==> src/rtl/text_fetch_sched.sv <==
// text_fetch_sched: character-cell prefetch, glyph-row serialiser and host write arbiter
// for a single-port text RAM shared between display reads and host writes.
`default_nettype none

module text_fetch_sched #(
  parameter int HBP    = 144,
  parameter int VBP    = 31,
  parameter int VFP    = 511,
  parameter int COLS   = 160,
  parameter int ROWS   = 60,
  parameter int ADDR_W = 14
) (
  input  logic              clk,
  input  logic              clr_n,
  input  logic [9:0]        hc,
  input  logic [9:0]        vc,
  input  logic              host_req,
  input  logic [ADDR_W-1:0] host_addr,
  input  logic [7:0]        host_data,
  output logic              host_ack,
  output logic [ADDR_W-1:0] ram_addr,
  output logic              ram_we,
  output logic [7:0]        ram_wdata,
  input  logic [7:0]        ram_rdata,
  output logic [7:0]        font_code,
  input  logic [31:0]       font_gfx,
  output logic              pix_on
);

  localparam logic [9:0]        HC_FETCH_PRE  = 10'(HBP - 5);
  localparam logic [9:0]        HC_FETCH_LO   = 10'(HBP - 4);
  localparam logic [9:0]        HC_FETCH_HI   = 10'(HBP + 4*COLS - 5);
  localparam logic [9:0]        HC_DISP_LO    = 10'(HBP);
  localparam logic [9:0]        HC_DISP_HI    = 10'(HBP + 4*COLS - 1);
  localparam logic [9:0]        VC_LO         = 10'(VBP);
  localparam logic [9:0]        VC_END        = 10'(VFP);
  localparam logic [ADDR_W-1:0] CELLS         = ADDR_W'(COLS*ROWS);
  localparam logic [ADDR_W-1:0] ROW_STEP      = ADDR_W'(COLS);

  typedef enum logic [0:0] {
    BLANK = 1'b0,
    FETCH = 1'b1
  } state_t;

  state_t            state, state_nx;
  logic [ADDR_W-1:0] row_base;
  logic [2:0]        line_in_cell;
  logic [7:0]        col;
  logic [3:0]        next_bits;
  logic [3:0]        cur_bits;

  logic       active_line;
  logic       in_window;
  logic       in_disp;
  logic [1:0] ph;
  logic       slot_free;
  logic       grant;
  logic       fetching;

  assign active_line = (vc >= VC_LO) && (vc < VC_END);
  assign in_window   = active_line && (hc >= HC_FETCH_LO) && (hc <= HC_FETCH_HI);
  assign in_disp     = active_line && (hc >= HC_DISP_LO) && (hc <= HC_DISP_HI);
  assign ph          = hc[1:0] - HC_DISP_LO[1:0];
  // ph0/ph1 of the window are reserved for the display read even when no fetch is running
  assign slot_free   = !(in_window && !ph[1]);
  assign grant       = clr_n && host_req && slot_free;
  assign fetching    = (state == FETCH);
  assign pix_on      = in_disp && cur_bits[ph];

  always_ff @(posedge clk or negedge clr_n) begin
    if (!clr_n) begin
      state <= BLANK;
    end else begin
      state <= state_nx;
    end
  end

  always_comb begin
    state_nx  = state;
    host_ack  = grant;
    ram_we    = 1'b0;
    ram_addr  = '0;
    ram_wdata = '0;

    case (state)
      BLANK: if (active_line && hc == HC_FETCH_PRE) state_nx = FETCH;
      FETCH: if (hc == HC_FETCH_HI || !in_window) state_nx = BLANK;
      default: state_nx = BLANK;
    endcase

    if (grant) begin
      ram_addr  = host_addr;
      ram_wdata = host_data;
      ram_we    = (host_addr < CELLS);
    end else if (fetching && ph == 2'd0) begin
      ram_addr = row_base + ADDR_W'(col);
    end
  end

  always_ff @(posedge clk or negedge clr_n) begin
    if (!clr_n) begin
      row_base     <= '0;
      line_in_cell <= '0;
      col          <= '0;
      font_code    <= '0;
      next_bits    <= '0;
      cur_bits     <= '0;
    end else begin
      if (hc == 10'd0) begin
        if (vc == VC_LO) begin
          line_in_cell <= '0;
          row_base     <= '0;
        end else if (active_line) begin
          line_in_cell <= line_in_cell + 3'd1;
          if (line_in_cell == 3'd7) row_base <= row_base + ROW_STEP;
        end
      end

      if (fetching) begin
        case (ph)
          2'd1: font_code <= ram_rdata;
          2'd2: next_bits <= font_gfx[{line_in_cell, 2'b00} +: 4];
          2'd3: begin
            cur_bits <= next_bits;
            col      <= col + 8'd1;
          end
          default: ;
        endcase
      end else begin
        col <= '0;
      end

      // Cleared after the last pixel rather than at window exit, which would drop the final cell
      if (hc == HC_DISP_HI) cur_bits <= '0;
    end
  end

endmodule

`default_nettype wire

==> config.mk <==
export PLATFORM = sky130hd
export DESIGN_NAME = text_fetch_sched
export DESIGN_NICKNAME = d
export VERILOG_FILES = /design/src/rtl/text_fetch_sched.sv
export SDC_FILE = /design/constraint.sdc
export NUM_CORES = 1
export LEC_CHECK = 0
export BUFFER_PORTS_ARGS = -buffer_cell sky130_fd_sc_hd__buf_2
export CAP_MARGIN = 10
export CORE_MARGIN = 5
export CORE_UTILIZATION = 25
export CTS_CLUSTER_SIZE = 25
export DETAILED_ROUTE_END_ITERATION = 10
export PLACE_DENSITY = 0.57
export SYNTH_ARGS = -nofsm -noshare
export SYNTH_HDL_FRONTEND = slang
export SYNTH_SLANG_ARGS = --single-unit
export TNS_END_PERCENT = 30
==> constraint.sdc <==
create_clock -name clk -period 2.9 [get_ports clk]
set_clock_uncertainty 0.15 [all_clocks]
set_input_delay 0.58 -clock clk [delete_from_list [all_inputs] [get_ports clk]]
set_output_delay 0.58 -clock clk [all_outputs]
set_load 0.005 [all_outputs]
# Word-level counts from Yosys, hierarchy flattened
# Index checks and enable logic that the tools add are counted.
totals:
  output_inout_bits: 33
  regBits: 42
classes:
  mux: 19
  bitwise_logic: 1
  add_sub_neg: 4
  reduce_logical: 26
  eq_ne: 9
  order_cmp: 8
  n_shift: 1
ops:
  columns: ["op", "count"]
  rows:
  - ["$mux 14", 5]
  - ["$shiftx 32x6->4", 1]
  - ["$mux 8", 3]
  - ["$eq 10x10->1 const B", 2]
  - ["$ge 10x8->1 const B", 2]
  - ["$le 10x10->1 const B", 2]
  - ["$add 14x8->14", 1]
  - ["$add 14x8->14 const B", 1]
  - ["$lt 14x14->1 const B", 1]
  - ["$mux 4", 3]
  - ["$logic_and 1x1->1", 11]
  - ["$eq 10x5->1 const B", 1]
  - ["$eq 10x8->1 const B", 1]
  - ["$ge 10x5->1 const B", 1]
  - ["$logic_not 10->1", 1]
  - ["$lt 10x9->1 const B", 1]
  - ["$add 8x1->8 const B", 1]
  - ["$reduce_and 2->1", 4]
  - ["$reduce_bool 2->1", 4]
  - ["$mux 3", 2]
  - ["$eq 2x2->1 const B", 2]
  - ["$mux 1", 4]
  - ["$add 3x1->3 const B", 1]
  - ["$eq 3x3->1 const B", 1]
  - ["10 further kinds", 12]

# Depth between registers and ports, before layout
logic_depth:
  ltp_word: 8
  ltp_mapped: 8
  depth_no_buf: 6

# Worst setup path before layout
# OpenSTA, ideal clock, no wires.
synth_timing:
  path_type: "input-to-output"
  start: "input port vc[6]"
  end: "output port ram_addr[10]"
  path_buffers: 2
  arrival_ps: 2107
  path_stages: 7
  path_slack_ps: 63
  path_cell_list: "or4_1 -> o21bai_1 -> nand3b_1 -> o311a_1 -> buf_6 -> buf_12 -> mux2_4"
synth_between:
  elab_chain_len: 8
  elab_cells_between_ends: 9
  classes_between: "2 x order compare; 1 x mux; 6 x reduce/logical"
synth_lines:
  columns: ["item", "line", "source"]
  rows:
  - ["start, declared", "16", "input logic [9:0] vc,"]
  - ["$ge 10x5->1 or $lt 10x9->1 (tied branches)", "60", "assign active_line = (vc >= VC_LO) && (vc < VC_END);"]
  - ["$logic_and 1x1->1 *", "60", null]
  - ["$logic_and 1x1->1 * (2 in series)", "61", "assign in_window = active_line && (hc >= HC_FETCH_LO) && (hc <= HC_FETCH_HI);"]
  - ["$logic_and 1x1->1 *", "65", "assign slot_free = !(in_window && !ph[1]);"]
  - ["$logic_not 1->1 *", "65", null]
  - ["$logic_and 1x1->1 *", "66", "assign grant = clr_n && host_req && slot_free;"]
  - ["$mux 14 *", "91", "if (grant) begin"]
  - ["end, declared", "21", "output logic [ADDR_W-1:0] ram_addr,"]
# Mark *: on every way between the ends. The rest lies on a longest branch, timed or not.

# Worst setup path in the final report
layout_timing:
  start: "input port vc[6]"
  end: "output port ram_addr[3]"
# The elaborated chain is that of the path after synthesis.

==> run metrics <==
Synth Net Count=369; CP max FO=8; startpoint class of the critical path=input port; Worst EP arrival=2.33 ns; Final Worst Setup Slack=-0.159 ns; Clock power frac=0.361; HPWL after DPL=5980 um; Mapped Area=2660 um2; Initial DRC Count=60; mean area per synthesized cell=9.61 um2; Max-Cap Viols=0; hold slack=0.217 ns; maximum clock frequency=327 MHz; post-synth top area cell=dfrtp_1; antenna violations before repair=0; Pre-antenna DRT Iters=4; fraction of layout cells with a size suffix above 1=0.447; # setup viols final=22; pin count of the biggest net entering global routing=38; CP peak stage delay=0.52 ns; Final nets=496; Area Overhead vs Synth=40.9%; Final period util=1.05; critical path's top delay family=simple AND/OR/NAND/NOR gates; Starting Density=0.257; pwr dens=297 nW/um2; count leader, synth=dfrtp_1; Crit path top cell by count=buf_12; critical path type=input port to output pin; combinational share of power=0.173; Leak=1.79 nW; clk_lat worst skew=0.29 ns; Worst VDD drop=0.153 mV; core area=10400 um2; global route overflow=0; CTS H-tree lvls=2; Gate Count Post-Synth=277; Int Pwr=0.846 mW; Post-synth EDFFs=0; ys async rst share=1.00; DRC=0; Critical Path, Cell by Cell=buf_6 -> or4_4 -> o21bai_4 -> nand3b_1 -> o311a_4 -> buf_12 -> buf_12 -> mux2i_1 -> buf_2; Slowest-stage cell, CP=or4_4; Critical R2R Capture=row_base[11]; ranking of synthesized cells by area=dfrtp_1 (35%), mux4_2 (7.6%), mux2_2 (5.1%), mux2i_1 (4.1%), and2_1 (3.8%); Worst R2R Start=line_in_cell[1]; Commonest cells post-synth=dfrtp_1 (37), nand2_1 (26), a21oi_1 (17), and2_1 (16), o21ai_0 (14); register bit total from synthesis=37; predominant post-synthesis flop cell=dfrtp_1; status=complete, but fails checks; YS warnings=0; R2R Setup Slk=0.53 ns; Final Critical Period=3.06 ns; chip width=113 um; CTS Sinks=37; clock buffer depth=2; Die Y=113 um; Slew HR=0.683; I/O Pins=118; sw frac=0.239; GRT Util Overall=0.113; antenna cells=0; Routed WL=7450 um; final hold viol count=0; GPL Wtd Cong=0.818; failing checks=negative setup slack; Final ANT Viol Nets=0; Synth cell types=44; Yosys top cell area share=0.348; Post-CTS Hold Buffers=0; CTS tree=built; Slew Limit Fails=0; post-DR vias/cell=4.69; number of global-route vias before repair=2586; Worst-Margin Slew=0.476 ns; WP buf/inv=4; drt wl/cell=13.8 um; first-pass GRT wire length=12000 um; sequential power share=0.466; Vias=2536; TritonCTS Buffers=5; FP Rows=37; sw power=0.266 mW; Req. time, crit path=2.17 ns; RSZ-0062 raised after global routing=yes; Hold Crit Class=input port to async pin; Setup crit end kind=output pin; clock root cell=clkbuf_8; fin cells=541; Die ar.=12800 um2; Worst-path clk slew=0.08 ns; cells on worst reg2reg path=6; Seq/Total Area, Yosys=0.348; IO buf count=117; Placed Cells=530
cell families (layout without fill, tap and decap cells):
kind of cell | Yosys count | count (layout) | synth area share
buffers and inverters | 26 | 154 | 0.0475
multiplexers | 36 | 36 | 0.191
flip-flops | 37 | 37 | 0.348
adder cells (fa/ha/maj) | 7 | 7 | 0.0329
AO/OA/AOI/OAI | 48 | 48 | 0.108
XOR/XNOR | 14 | 14 | 0.0461
AND/OR/NAND/NOR | 109 | 109 | 0.227
power by group through the flow:
stage	Clock [mW]	Sequential, mW	Combinational [mW]
2_1_floorplan	0	0.528	0.0650
3_3_place_gp	0	0.528	0.167
3_5_place_dp	0	0.528	0.171
4_1_cts	0.413	0.518	0.183
5_1_grt	0.437	0.518	0.212
6_report	0.402	0.518	0.192
metal layers:
metal  routed length [um]  vias up  track usage
met5                    0        -            0
li1                     -     1254            -
met2                 3540      112        0.194
met1                 3100     1163        0.140
met3                  778        7       0.0390
met4                   26        0       0.0176
repair_timing:
| action | in CTS | in global routing |
|---|---|---|
| gates cloned | 0 | 2 |
| pin swaps | 4 | 5 |
| resized for setup | 17 | 7 |
| setup endpoints to repair | 23 | 23 |
| setup buffers | 0 | 2 |
stage by stage:
stage          instance area, um2  total power, mW  setup slack [ns]  utilization  setup TNS (ns)
3_3_place_gp                 3470            0.695            -0.154        0.335           -2.98
5_1_grt                      3750             1.17            -0.212        0.361           -3.69
3_5_place_dp                 3470            0.699            -0.189        0.335           -3.39
6_report                     3750             1.11            -0.159        0.361           -2.46
4_1_cts                      3670             1.11            -0.128        0.354           -2.29
2_1_floorplan                2660            0.593            0.0629            -               0
area by class of cell:
type	count	area (um2)
Fill cell	1085	6620
Multi-Input combinational cell	214	1660
Sequential cell	37	926
Inverter	10	37.5
Tap cell	136	170
Clock inverter	1	5.00
Clock buffer	7	96.3
Timing Repair Buffer	136	857
flip-flops by register name (all words and copies together) (netlist names):
| signal | count |
|---|---|
| cur_bits | 4 |
| col | 8 |
| line_in_cell | 3 |
| row_base | 9 |
| font_code | 8 |
| next_bits | 4 |
| fetching | 1 |
worst max-delay path by stage:
stage	cells after the start	start	end	slack, ns
3_5_place_dp	11	hc[6]	ram_addr[3]	-0.19
3_3_place_gp	8	vc[6]	ram_addr[6]	-0.15
5_1_grt	9	vc[6]	ram_addr[1]	-0.21
6_report	9	vc[6]	ram_addr[3]	-0.16
2_1_floorplan	7	vc[6]	ram_addr[10]	0.06
4_1_cts	9	vc[6]	ram_addr[3]	-0.13
layout by cell type (no fill, tap or decap), types with 4 or more instances in the layout:
| cell | Yosys | layout |
|---|---|---|
| dfrtp_1 | 37 | 37 |
| and2_1 | 16 | 15 |
| nand4_1 | 9 | 9 |
| buf_4 | 0 | 15 |
| nor3_1 | 6 | 5 |
| buf_2 | 4 | 106 |
| ha_1 | 7 | 7 |
| mux2i_1 | 11 | 11 |
| xnor2_1 | 11 | 11 |
| nor2b_1 | 4 | 4 |
| clkbuf_8 | 0 | 7 |
| o31ai_1 | 4 | 4 |
| nand2_1 | 26 | 26 |
| buf_6 | 1 | 11 |
| a21o_1 | 4 | 4 |
| mux2_2 | 12 | 12 |
| o21ai_0 | 14 | 14 |
| mux4_2 | 9 | 9 |
| nor2_1 | 11 | 11 |
| nand3_1 | 10 | 10 |
| or3_1 | 7 | 7 |
| a21oi_1 | 17 | 16 |
| inv_1 | 10 | 10 |
| mux2_4 | 4 | 4 |
Power figures use the tool's default switching activity.
